==> src/rtl/dbg_frame_pkg.sv <==
// Shared constants, FSM state type and length-byte helper for the debug-bridge frame encoder.
package dbg_frame_pkg;

    localparam logic [7:0] CMD_WRITE = 8'h10;
    localparam logic [7:0] CMD_READ  = 8'h11;

    typedef enum logic [2:0] {
        ST_IDLE,
        ST_CMD,
        ST_LEN,
        ST_ADDR,
        ST_DATA
    } dbg_frame_state_t;

    // Payload length in bytes of the next frame: four bytes per word, capped at one frame.
    function automatic logic [7:0] len_byte(input logic [31:0] words_left,
                                            input logic [31:0] max_words);
        logic [31:0] n;
        n = (words_left > max_words) ? max_words : words_left;
        return 8'(n << 2);
    endfunction

endpackage

==> src/rtl/dbg_frame_ser.sv <==
// Word-in / byte-out serializer: 32-bit holding register emitted LSB byte first.
module dbg_frame_ser (
    input  logic        clk_i,
    input  logic        rst_i,
    input  logic        enable_i,
    input  logic        more_i,
    input  logic        word_valid_i,
    input  logic [31:0] word_i,
    output logic        word_ready_o,
    output logic        byte_valid_o,
    output logic [7:0]  byte_o,
    input  logic        byte_accept_i,
    output logic        last_accept_o
);

    logic [31:0] word_q;
    logic        full_q;
    logic [1:0]  idx_q;
    logic        fire;
    logic        load;

    // An empty register passes the incoming word's low byte straight through,
    // so the first data byte follows the header without a bubble.
    assign byte_valid_o  = full_q || (enable_i && word_valid_i);
    assign byte_o        = full_q ? 8'(word_q >> {idx_q, 3'b000}) : word_i[7:0];
    assign fire          = enable_i && byte_valid_o && byte_accept_i;
    assign last_accept_o = fire && full_q && (idx_q == 2'd3);
    assign word_ready_o  = enable_i && (!full_q || (last_accept_o && more_i));
    assign load          = word_ready_o && word_valid_i;

    always_ff @(posedge clk_i or negedge rst_i) begin
        if (!rst_i) begin
            word_q <= 32'h0;
            full_q <= 1'b0;
            idx_q  <= 2'd0;
        end else if (load) begin
            word_q <= word_i;
            full_q <= 1'b1;
            idx_q  <= (fire && !full_q) ? 2'd1 : 2'd0;
        end else if (fire) begin
            if (idx_q == 2'd3) begin
                full_q <= 1'b0;
                idx_q  <= 2'd0;
            end else begin
                idx_q <= idx_q + 2'd1;
            end
        end
    end

endmodule

==> src/rtl/dbg_frame_encoder.sv <==
// Debug-bus request to UART bridge byte-frame encoder: cmd, len, BE address, LE write data.
// Define DBG_FRAME_ENC_SPLIT_EN to split requests larger than MAX_WORDS into several frames.
module dbg_frame_encoder
    import dbg_frame_pkg::*;
#(
    parameter int ADDR_W    = 32,
    parameter int MAX_WORDS = 63,
    parameter int CNT_W     = 16
) (
    input  logic              clk_i,
    input  logic              rst_i,
    input  logic              req_valid_i,
    output logic              req_ready_o,
    input  logic              req_write_i,
    input  logic [ADDR_W-1:0] req_addr_i,
    input  logic [CNT_W-1:0]  req_words_i,
    input  logic              wdata_valid_i,
    input  logic [31:0]       wdata_i,
    output logic              wdata_ready_o,
    output logic              tx_valid_o,
    output logic [7:0]        tx_data_o,
    input  logic              tx_accept_i,
    output logic              busy_o,
    output logic              err_o
);

    localparam int               ADDR_BYTES = ADDR_W / 8;
    localparam logic [CNT_W-1:0] MAX_CNT    = CNT_W'(MAX_WORDS);

    dbg_frame_state_t  state_q, state_d;
    logic              write_q;
    logic [ADDR_W-1:0] addr_q;
    logic [CNT_W-1:0]  words_left_q;
    logic [7:0]        frame_left_q;
    logic [1:0]        addr_idx_q;
    logic              err_q;

    logic              req_fire, req_ok, tx_fire, addr_last, frame_done, more_frames;
    logic [CNT_W-1:0]  frame_words, words_after;
    logic              ser_valid, ser_last;
    logic [7:0]        ser_byte;

    assign req_ready_o = (state_q == ST_IDLE);
    assign busy_o      = !req_ready_o;
    assign err_o       = err_q;
    assign req_fire    = req_valid_i && req_ready_o;
    assign tx_valid_o  = (state_q == ST_CMD) || (state_q == ST_LEN) || (state_q == ST_ADDR)
                      || ((state_q == ST_DATA) && ser_valid);
    assign tx_fire     = tx_valid_o && tx_accept_i;
    assign addr_last   = (addr_idx_q == 2'd0);
    assign frame_words = (words_left_q > MAX_CNT) ? MAX_CNT : words_left_q;

    // Read frames end on the last address byte; write frames on byte 3 of their last word.
    assign frame_done  = ((state_q == ST_ADDR) && tx_fire && addr_last && !write_q)
                      || ((state_q == ST_DATA) && ser_last && (frame_left_q == 8'd1));
    assign words_after = write_q ? (words_left_q - CNT_W'(1)) : (words_left_q - frame_words);

`ifdef DBG_FRAME_ENC_SPLIT_EN
    assign req_ok      = (req_words_i != '0);
    assign more_frames = (words_after != '0);
`else
    assign req_ok      = (req_words_i != '0) && (req_words_i <= MAX_CNT);
    assign more_frames = 1'b0;
`endif

    always_ff @(posedge clk_i or negedge rst_i) begin
        if (!rst_i) state_q <= ST_IDLE;
        else        state_q <= state_d;
    end

    always_comb begin
        state_d = state_q;
        case (state_q)
            ST_IDLE: if (req_fire && req_ok) state_d = ST_CMD;
            ST_CMD:  if (tx_fire) state_d = ST_LEN;
            ST_LEN:  if (tx_fire) state_d = ST_ADDR;
            ST_ADDR: begin
                if (tx_fire && addr_last) begin
                    if (write_q)          state_d = ST_DATA;
                    else if (more_frames) state_d = ST_CMD;
                    else                  state_d = ST_IDLE;
                end
            end
            ST_DATA: if (frame_done) state_d = more_frames ? ST_CMD : ST_IDLE;
            default: state_d = ST_IDLE;
        endcase
    end

    always_comb begin
        tx_data_o = 8'h00;
        case (state_q)
            ST_CMD:  tx_data_o = write_q ? CMD_WRITE : CMD_READ;
            ST_LEN:  tx_data_o = len_byte(32'(words_left_q), 32'(MAX_WORDS));
            ST_ADDR: tx_data_o = 8'(addr_q >> {addr_idx_q, 3'b000});
            ST_DATA: tx_data_o = ser_byte;
            default: tx_data_o = 8'h00;
        endcase
    end

    always_ff @(posedge clk_i or negedge rst_i) begin
        if (!rst_i) begin
            write_q      <= 1'b0;
            addr_q       <= '0;
            words_left_q <= '0;
            frame_left_q <= 8'd0;
            addr_idx_q   <= 2'd0;
            err_q        <= 1'b0;
        end else begin
            err_q <= req_fire && !req_ok;
            if (req_fire) begin
                write_q      <= req_write_i;
                addr_q       <= req_addr_i;
                words_left_q <= req_words_i;
            end
            if ((state_q == ST_CMD) && tx_fire)       addr_idx_q <= 2'(ADDR_BYTES - 1);
            else if ((state_q == ST_ADDR) && tx_fire) addr_idx_q <= addr_idx_q - 2'd1;
            if ((state_q == ST_LEN) && tx_fire) frame_left_q <= 8'(frame_words);
            else if (ser_last)                  frame_left_q <= frame_left_q - 8'd1;
            if (frame_done)    words_left_q <= words_after;
            else if (ser_last) words_left_q <= words_left_q - CNT_W'(1);
`ifdef DBG_FRAME_ENC_SPLIT_EN
            if (frame_done && more_frames) addr_q <= addr_q + ADDR_W'(4 * MAX_WORDS);
`endif
        end
    end

    dbg_frame_ser u_ser (
        .clk_i         (clk_i),
        .rst_i         (rst_i),
        .enable_i      (state_q == ST_DATA),
        .more_i        (frame_left_q > 8'd1),
        .word_valid_i  (wdata_valid_i),
        .word_i        (wdata_i),
        .word_ready_o  (wdata_ready_o),
        .byte_valid_o  (ser_valid),
        .byte_o        (ser_byte),
        .byte_accept_i (tx_accept_i),
        .last_accept_o (ser_last)
    );

endmodule
==> config.mk <==
export PLATFORM = sky130hd
export DESIGN_NAME = dbg_frame_encoder
export DESIGN_NICKNAME = d
export VERILOG_FILES = /design/src/rtl/dbg_frame_pkg.sv /design/src/rtl/dbg_frame_ser.sv /design/src/rtl/dbg_frame_encoder.sv
export SDC_FILE = /design/constraint.sdc
export NUM_CORES = 1
export LEC_CHECK = 0
export CAP_MARGIN = 10
export CORE_MARGIN = 4
export CORE_UTILIZATION = 40
export CTS_CLUSTER_DIAMETER = 50
export CTS_CLUSTER_SIZE = 8
export DETAILED_ROUTE_END_ITERATION = 16
export PLACE_DENSITY = 0.62
export SYNTH_ARGS = -nofsm -noshare
export SYNTH_HDL_FRONTEND = slang
export SYNTH_SLANG_ARGS = --single-unit
==> constraint.sdc <==
create_clock -name clk_i -period 5.5 [get_ports clk_i]
set_clock_uncertainty 0.05 [all_clocks]
set_input_delay 0.825 -clock clk_i [delete_from_list [all_inputs] [get_ports clk_i]]
set_output_delay 0.825 -clock clk_i [all_outputs]
set_load 0.02 [all_outputs]
# Word-level counts from Yosys, hierarchy flattened

Index checks and enable logic that the tools add are counted.

Bits in registers: 98
Input port bits: 86
Output and inout bits: 13
Logic and storage cells: 101

$add $sub $neg: 5
Magnitude comparators: 4
Eq/ne operators: 11
Shift operators: 2
Muxes and demuxes: 27
Reduce and logical (&&, ||, !) cells: 42

Operators by type and width:

| cell                                                                              | count |
|---|---|
| 16-bit two-way mux                                                                | 5 |
| 32-bit by 5-bit >> shifter with 8-bit output                                      | 2 |
| 16-bit by 6-bit greater-than comparator with 1-bit output (second input constant) | 2 |
| 8-bit one-hot mux with 4 select lines                                             | 1 |
| 8-bit two-way mux                                                                 | 3 |
| 1-bit logical AND                                                                 | 22 |
| 3-bit two-way mux                                                                 | 6 |
| 16-bit by 6-bit <= comparator with 1-bit output (second input constant)           | 1 |
| 16-bit nonzero test                                                               | 1 |
| 16-bit by 1-bit subtractor with 16-bit output (second input constant)             | 1 |
| 16-bit subtractor                                                                 | 1 |
| 3-bit one-hot mux with 5 select lines                                             | 1 |
| 2-bit two-way mux                                                                 | 5 |
| 8-bit by 1-bit == test with 1-bit output (second input constant)                  | 1 |
| 8-bit by 1-bit greater-than comparator with 1-bit output (second input constant)  | 1 |
| 2-bit nonzero test                                                                | 4 |
| 8-bit by 1-bit subtractor with 8-bit output (second input constant)               | 1 |
| 3-bit by 2-bit == test with 1-bit output (second input constant)                  | 2 |
| 1-bit logical OR                                                                  | 6 |
| 6-bit two-way mux                                                                 | 1 |
| 2-bit inequality test (second input constant)                                     | 3 |
| 1-bit two-way mux                                                                 | 5 |
| 5-bit AND reduction                                                               | 1 |
| 1-bit logical NOT                                                                 | 4 |
| 10 further kinds                                                                  | 11 |

# Longest topological paths before layout

Gate-level depths: netlist (run 1).

Depth in word-level cells: 13
Depth in mapped cells: 13
Gate-level depth less buffers: 10

# Cells and area by module

A second synthesis (run 1) with hierarchy kept.

Cells, all modules: 643
Area total of the unflattened synthesis: 6009.5 sq um

Modules (own cells, without submodules):

| module            | instances | cells an instance | area an instance (sq um) | seq. area each (sq um) |
|---|---|---|---|---|
| dbg_frame_encoder | 1         | 535               | 4307.9                   | 1576.5 |
| dbg_frame_ser     | 1         | 108               | 1701.6                   | 875.8 |

# Worst setup path after synthesis (run 1)

No wires, ideal clock.

Path kind: reg-to-output
Start: register words_left_q[8]
End: output port tx_data_o[5]
Arrival: 2.223 ns
Required time: 4.625 ns
Path slack: 2.402 ns
Cell stages (with the launch flop): 8
Buffers on the path: 2
Cells stage by stage: dfrtp_1 > buf_6 > or4_1 > buf_2 > or4_4 > or3_1 > o211ai_1 > o21ai_1

Cells in the longest elaborated chain, start to end: 3

Ends and longest elaborated chain:

| element                                                   | line                     | RTL |
|---|---|---|
| start: declaration                                        | dbg_frame_encoder.sv:33  | `logic [CNT_W-1:0] words_left_q;` |
| start signal: assignment                                  | dbg_frame_encoder.sv:113 | `words_left_q <= req_words_i;` |
| start signal: assignment                                  | dbg_frame_encoder.sv:119 | `if (frame_done) words_left_q <= words_after;` |
| start signal: assignment                                  | dbg_frame_encoder.sv:120 | `else if (ser_last) words_left_q <= words_left_q - CNT_W'(1);` |
| 16-bit by 6-bit greater-than comparator with 1-bit output | dbg_frame_pkg.sv:19      | `n = (words_left > max_words) ? max_words : words_left;` |
| 6-bit two-way mux                                         | dbg_frame_pkg.sv:19      |  |
| 8-bit one-hot mux with 4 select lines                     | dbg_frame_encoder.sv:91  | `case (state_q)` |
| end: declaration                                          | dbg_frame_encoder.sv:21  | `output logic [7:0] tx_data_o,` |

No other way between the ends.

# Worst setup path in the final report (run 1)

Start: register words_left_q[6]
End: output port tx_data_o[6]

Same word-level chain as after synthesis.

==> impl_metrics.yaml, run 1 <==
cts:
  cts_setup_buffers: 0
  cts_tree: "done"
  clk_pin_slew_ns: 0.08
  cts_root_buf: "clkbuf_16"
  cts_buffer_depth: 2
  cts_resized: 0
  worst_skew_pair.late_latency_ns: 0.35
  clock-sinks: 98
  postCtsHoldBufs: 0
  numCtsBuffers: 9
  htree_levels: 3
critical_path:
  crit_start: "words_left_q[6]"
  critPathRequiredTime_ns: 4.62
  endpoint_kind: "primary output"
  r2r_start: "state_q[0]"
  worstPathCellList: "or4_1 -> or4_4 -> or3_1 -> o211ai_1 -> o21ai_1 -> clkdlybuf4s50_1"
  cp_max_fo: 15
  path_class: "reg2out"
  worstPathBufferInverterCount: 1
  crit_arrival_ns: 3.36
  cpPeakStageDelay_ns: 0.68
  startpoint_type: "register"
  cp_top_family: "simple AND/OR/NAND/NOR gates"
  cpMaxStageDelayCell: "or4_1"
logic_synthesis:
  synthArstFlopShare_pct: 100
  synth_edf_count: 0
  ys_types: 64
  synth-main-ff-cell: "dfrtp_1"
  synth-seq-cells: 98
  seq_area_frac_synth_pct: 43.1
  mappedNetlistArea_mm2: 0.00570
  synth_nets: 708
  syn_area_per_cell_um2: 9.25
  synth_warnings: 0
  syn_inst: 616
placement:
  place.gp.congestion: 0.870
  placed_cells: 853
  portBuffers: 98
  hpwl_um: 11300
  postPlaceCellArea_mm2: 0.00673
finish:
  drive_gt1_share_pct: 10.9
  layout.cells.non_filler: 869
  diodes: 0
  regArea_mm2: 0.00245
  syn2layout_area_growth_pct: 24.0
  fillCellCount: 1315
  nNetsFinal: 776
  multi_input_area_mm2: 0.00300
  fin_area_mm2: 0.00706
floorplan:
  core_region_area_mm2: 0.0139
  start_util_pct: 40.9
  dieArea_mm2: 0.0162
  dieWidth_um: 127
  num_rows: 43
  fp.dieH_um: 127
  pin_count: 99
run_status:
  status: "finished, final reports clean"
route:
  drc: 0
  vias: 4931
  wirelength_um: 15700
  ant_nets: 0
  avgViaCountPerCell: 5.67
  wl_per_cell_um: 18.1
  drtIter0Drc: 545
  drtPass1Iterations: 7
sta:
  rsz0062_at_grt: "false"
  clock.fmax_ghz: 0.236
  fin_tns_setup_ns: 0
  setup_viol: 0
  hold_viol_final: 0
  maxSlewViolCount: 0
  maxSlewHeadroom_pct: 31.8
  fin_crit_ns: 4.24
  worst_pin_slew_ns: 1.02
  fin_crit_sh_pct: 77.0
global_route:
  grt_use_total_pct: 19.8
  antenna_found_initial: 0
  grt_pass1_vias: 4980
  overflow: 0
  grt_pass1_wl_um: 25600
  grt_max_degree: 60
job:
  maxCapViolCount: 0
power:
  power_leakage_nw: 2.99
  p_int_w: 0.00205
  clkPwrFrac_pct: 21.2
  switching_share_pct: 39.1
  irDropWorstVdd_v: 0.000240
  power_density_mw_per_mm2: 476
  combPwrFrac_pct: 38.3
  power_frac_seq_pct: 40.6
  p_sw_w: 0.00131
min_path:
  hold_path.class: "in2async"
-- per-stage QoR --
| step | hold WS [ns] | setup slack [ns] | power [W] | utilization [%] |
|---|---|---|---|---|
| detailed placement | 0.412 | 1.49 | 0.00266 | 48.3 |
| floorplan | 0.390 | 2.40 | 0.00220 | - |
| finish | 0.395 | 1.26 | 0.00336 | 50.7 |
| global placement | 0.403 | 1.53 | 0.00261 | 48.3 |
| global route | 0.438 | 1.15 | 0.00360 | 50.7 |
| CTS | 0.403 | 1.26 | 0.00338 | 50.7 |
-- cell usage after synthesis (8+ instances only) --
cell | n | share of area (%)
a211oi_1 | 8 | 1.1
xor2_1 | 9 | 1.4
mux4_2 | 16 | 6.3
a21oi_1 | 30 | 2.6
nor2_1 | 44 | 2.9
mux2i_1 | 9 | 1.6
o211ai_1 | 8 | 1.1
buf_2 | 9 | 0.79
xnor2_1 | 8 | 1.2
nand2_1 | 128 | 8.4
nor3_1 | 22 | 1.9
o21ai_0 | 30 | 2.6
mux2_2 | 33 | 6.5
nand3_1 | 15 | 1.3
o21ai_1 | 13 | 1.1
dfrtp_1 | 98 | 43
inv_1 | 14 | 0.92
clkbuf_1 | 29 | 1.9
-- logic make-up (layout without fill, tap and decap cells) --
kind of cell               Yosys count  count (layout)  synth area share (%)
and+or+nand+nor                    254             254                  20.4
AOI/OAI and AO/OA                  125             125                  13.8
DFF                                 98              98                  43.1
muxes                               58              58                  14.4
buffers and inverters               58             131                  4.35
xor gates and xnor gates            17              17                  2.61
adders and majority gates            6               6                  1.32
-- cell type report --
class	instances	area share, %
clock buffer	9	3.19
clock inverter	7	1.54
inverter	14	0.744
multi-input combinational	460	42.4
sequential	98	34.7
tap	180	3.19
timing repair buffer	101	14.2
-- state kept, by name, indices dropped and copies added (netlist names) --
name,flops
addr_q,32
u_ser.word_q,32
words_left_q,16
frame_left_q,8
state_q,3
addr_idx_q,2
u_ser.idx_q,2
err_o,1
u_ser.full_q,1
write_q,1
-- worst paths after layout --
kind / to / slack, ns / cells past startpoint
max: tx_data_o[6] / 1.26 / 6
max reg2reg: words_left_q[6] / 1.90 / 6
max in group asynchronous: u_ser.word_q[1] / 3.83 / 2
min in group clk_i: addr_q[22] / 0.43 / 2
min reg2reg: addr_q[22] / 0.43 / 2
min: words_left_q[8] / 0.40 / 1
-- power groups by stage --
| stage | logic [W] | registers, W | clock network, W |
|---|---|---|---|
| 6_report | 0.00128 | 0.00136 | 0.000711 |
| 5_1_grt | 0.00143 | 0.00142 | 0.000753 |
| 4_1_cts | 0.00130 | 0.00136 | 0.000725 |
| 3_5_place_dp | 0.00129 | 0.00137 | 0 |
| 3_3_place_gp | 0.00126 | 0.00135 | 0 |
| 2_1_floorplan | 0.00105 | 0.00114 | 0 |
-- placed cells by master, fill, tap and decap left out, types with 9 or more instances in the layout --
cell / instances
a21oi_1: 30
clkbuf_16: 9
clkdlybuf4s50_1: 97
dfrtp_1: 98
inv_1: 14
mux2_2: 33
mux2i_1: 9
mux4_2: 16
nand2_1: 128
nand3_1: 15
nor2_1: 44
nor3_1: 22
o21ai_0: 30
o21ai_1: 13
xor2_1: 9
-- routing by layer --
metal / part of all wire (%) / wire (µm) / track usage, %
met1: 45 / 7030 / 27.7
met2: 47 / 7450 / 30.8
met3: 6.1 / 958 / 4.14
met4: 1.8 / 291 / 6.81
met5: 0 / 0 / 0
-- worst reg2reg max path: cells and delay by family (launching register included) --
kind	cells	cell delay (ns)
simple gates	4	2.50
flops	1	0.55
compound gates	2	0.39
No activity file was read; power rests on OpenSTA's default activity.
==> inputs of run 2 (changes only) <==
clock period = 4 ns   (was 5.5 ns; I/O delays follow)
==> impl_metrics.yaml, run 2 (synthesis gave the netlist of run 1 again) <==
sta:
  timing.hold.ws_ns: 0.359
  clock.fmax_ghz: 0.257
  fin_crit_sh_pct: 97.2
  fin_tns_setup_ns: 0
  worst_pin_slew_ns: 1.03
  setup_viol: 0
  hold_viol_final: 0
  maxSlewViolCount: 0
  fin_crit_ns: 3.89
  maxSlewHeadroom_pct: 31.4
  rsz0062_at_grt: "false"
critical_path:
  endpoint_kind: "primary output"
  crit-reg2reg-capture: "words_left_q[14]"
  r2r_start: "words_left_q[6]"
  regToRegSetupSlack_ns: 0.90
  path_class: "reg2out"
  critPathRequiredTime_ns: 3.35
  crit_arrival_ns: 3.24
  startpoint_type: "register"
  reg2reg_depth: 9
  crit_end: "tx_data_o[6]"
  crit_start: "words_left_q[6]"
  cp_max_fo: 15
finish:
  drive_gt1_share_pct: 12.0
  nNetsFinal: 788
  syn2layout_area_growth_pct: 24.3
  layout_commonest_cell: "nand2_1"
  top_regs: "addr_q x32, u_ser.word_q x32, words_left_q x16"
  fillCellCount: 1292
  multi_input_area_mm2: 0.00300
  diodes: 0
  final_cell_mix: "128 x nand2_1, 98 x dfrtp_1, 97 x clkdlybuf4s50_1, 44 x nor2_1, 33 x mux2_2"
  regArea_mm2: 0.00245
global_route:
  antenna_found_initial: 0
  grt_pass1_vias: 4983
  grt_use_total_pct: 19.9
  grt_max_degree: 80
  overflow: 0
  grt_pass1_wl_um: 25900
cts:
  clock-sinks: 98
  cts_resized: 0
  worst_skew_pair.late_latency_ns: 0.35
  postCtsHoldBufs: 0
  cts_root_buf: "clkbuf_16"
  numCtsBuffers: 9
  htree_levels: 3
  cts_buffer_depth: 2
  clk_pin_slew_ns: 0.07
  cts_setup_buffers: 0
  cts_tree: "done"
floorplan:
  start_util_pct: 40.9
  num_rows: 43
  dieWidth_um: 127
  dieArea_mm2: 0.0162
  core_region_area_mm2: 0.0139
  fp.dieH_um: 127
  pin_count: 99
route:
  ant_nets: 0
  drc: 0
  drtPass1Iterations: 5
  wl_per_cell_um: 17.8
  vias: 4913
  avgViaCountPerCell: 5.58
  wirelength_um: 15600
  drtIter0Drc: 444
power:
  irDropWorstVdd_v: 0.000516
  power_density_mw_per_mm2: 631
  power_leakage_nw: 3.01
run_status:
  status: "finished, final reports clean"
job:
  maxCapViolCount: 0
placement:
  place.gp.congestion: 0.876
  hpwl_um: 11400
  portBuffers: 98
min_path:
  hold_path.class: "in2async"
-- run 2: cell count changes in the layout (fill, tap and decap cells not counted) --
cell,delta
clkinvlp_4,+2
clkinv_2,+1
bufinv_16,-2
clkinv_4,-2
buf_4,+12
clkbuf_1,+2
inv_8,-2
-- run 2: cell type report --
cell class | instances | area share, %
clock buffer | 11 | 3.29
clock inverter | 4 | 0.407
inverter | 14 | 0.742
multi-input combinational | 460 | 42.3
sequential | 98 | 34.6
tap | 180 | 3.18
timing repair buffer | 113 | 15.4
-- run 2: how the worst min path moves through the flow --
stage | startpoint | endpoint | slack, ns | cells after the start
4_1_cts | rst_i | words_left_q[9] | 0.41 | 1
6_report | rst_i | words_left_q[9] | 0.36 | 1
3_5_place_dp | addr_q[25] | addr_q[25] | 0.41 | 2
3_3_place_gp | addr_q[15] | addr_q[15] | 0.40 | 2
2_1_floorplan | rst_i | addr_idx_q[0] | 0.25 | 0
5_1_grt | addr_q[24] | addr_q[24] | 0.43 | 2
-- run 2: where the power goes --
group | internal [W] | switching, W
logic | 0.000905 | 0.000928
clock network | 0.000421 | 0.000391
registers | 0.00137 | 0.000450
-- run 2: worst max-delay path, cell delays in order (launching register included) --
cell and delay, ns:
dfrtp_1 0.50, or4_1 0.57, or4_4 0.66, or3_1 0.36, o211ai_1 0.10, o21ai_1 0.12, clkdlybuf4s50_1 0.56
-- run 2: per-layer routing --
metal  track usage [%]  share of wire [%]
met5                 0                  0
met4              6.37                1.8
met3              3.43                4.7
met2              31.9                 47
met1              27.5                 46
-- run 2: stage by stage --
| step | power, W | cell area (µm²) | utilization [%] | cells | setup slack (ns) |
|---|---|---|---|---|---|
| 2_1_floorplan | 0.00302 | 5700 | - | 616 | 1.05 |
| 3_3_place_gp | 0.00362 | 6820 | 48.9 | 865 | 0.545 |
| 3_5_place_dp | 0.00367 | 6820 | 48.9 | 865 | 0.532 |
| 4_1_cts | 0.00449 | 7080 | 50.8 | 880 | 0.129 |
| 5_1_grt | 0.00477 | 7080 | 50.8 | 880 | 0.0236 |
| 6_report | 0.00446 | 7080 | 50.8 | 880 | 0.113 |
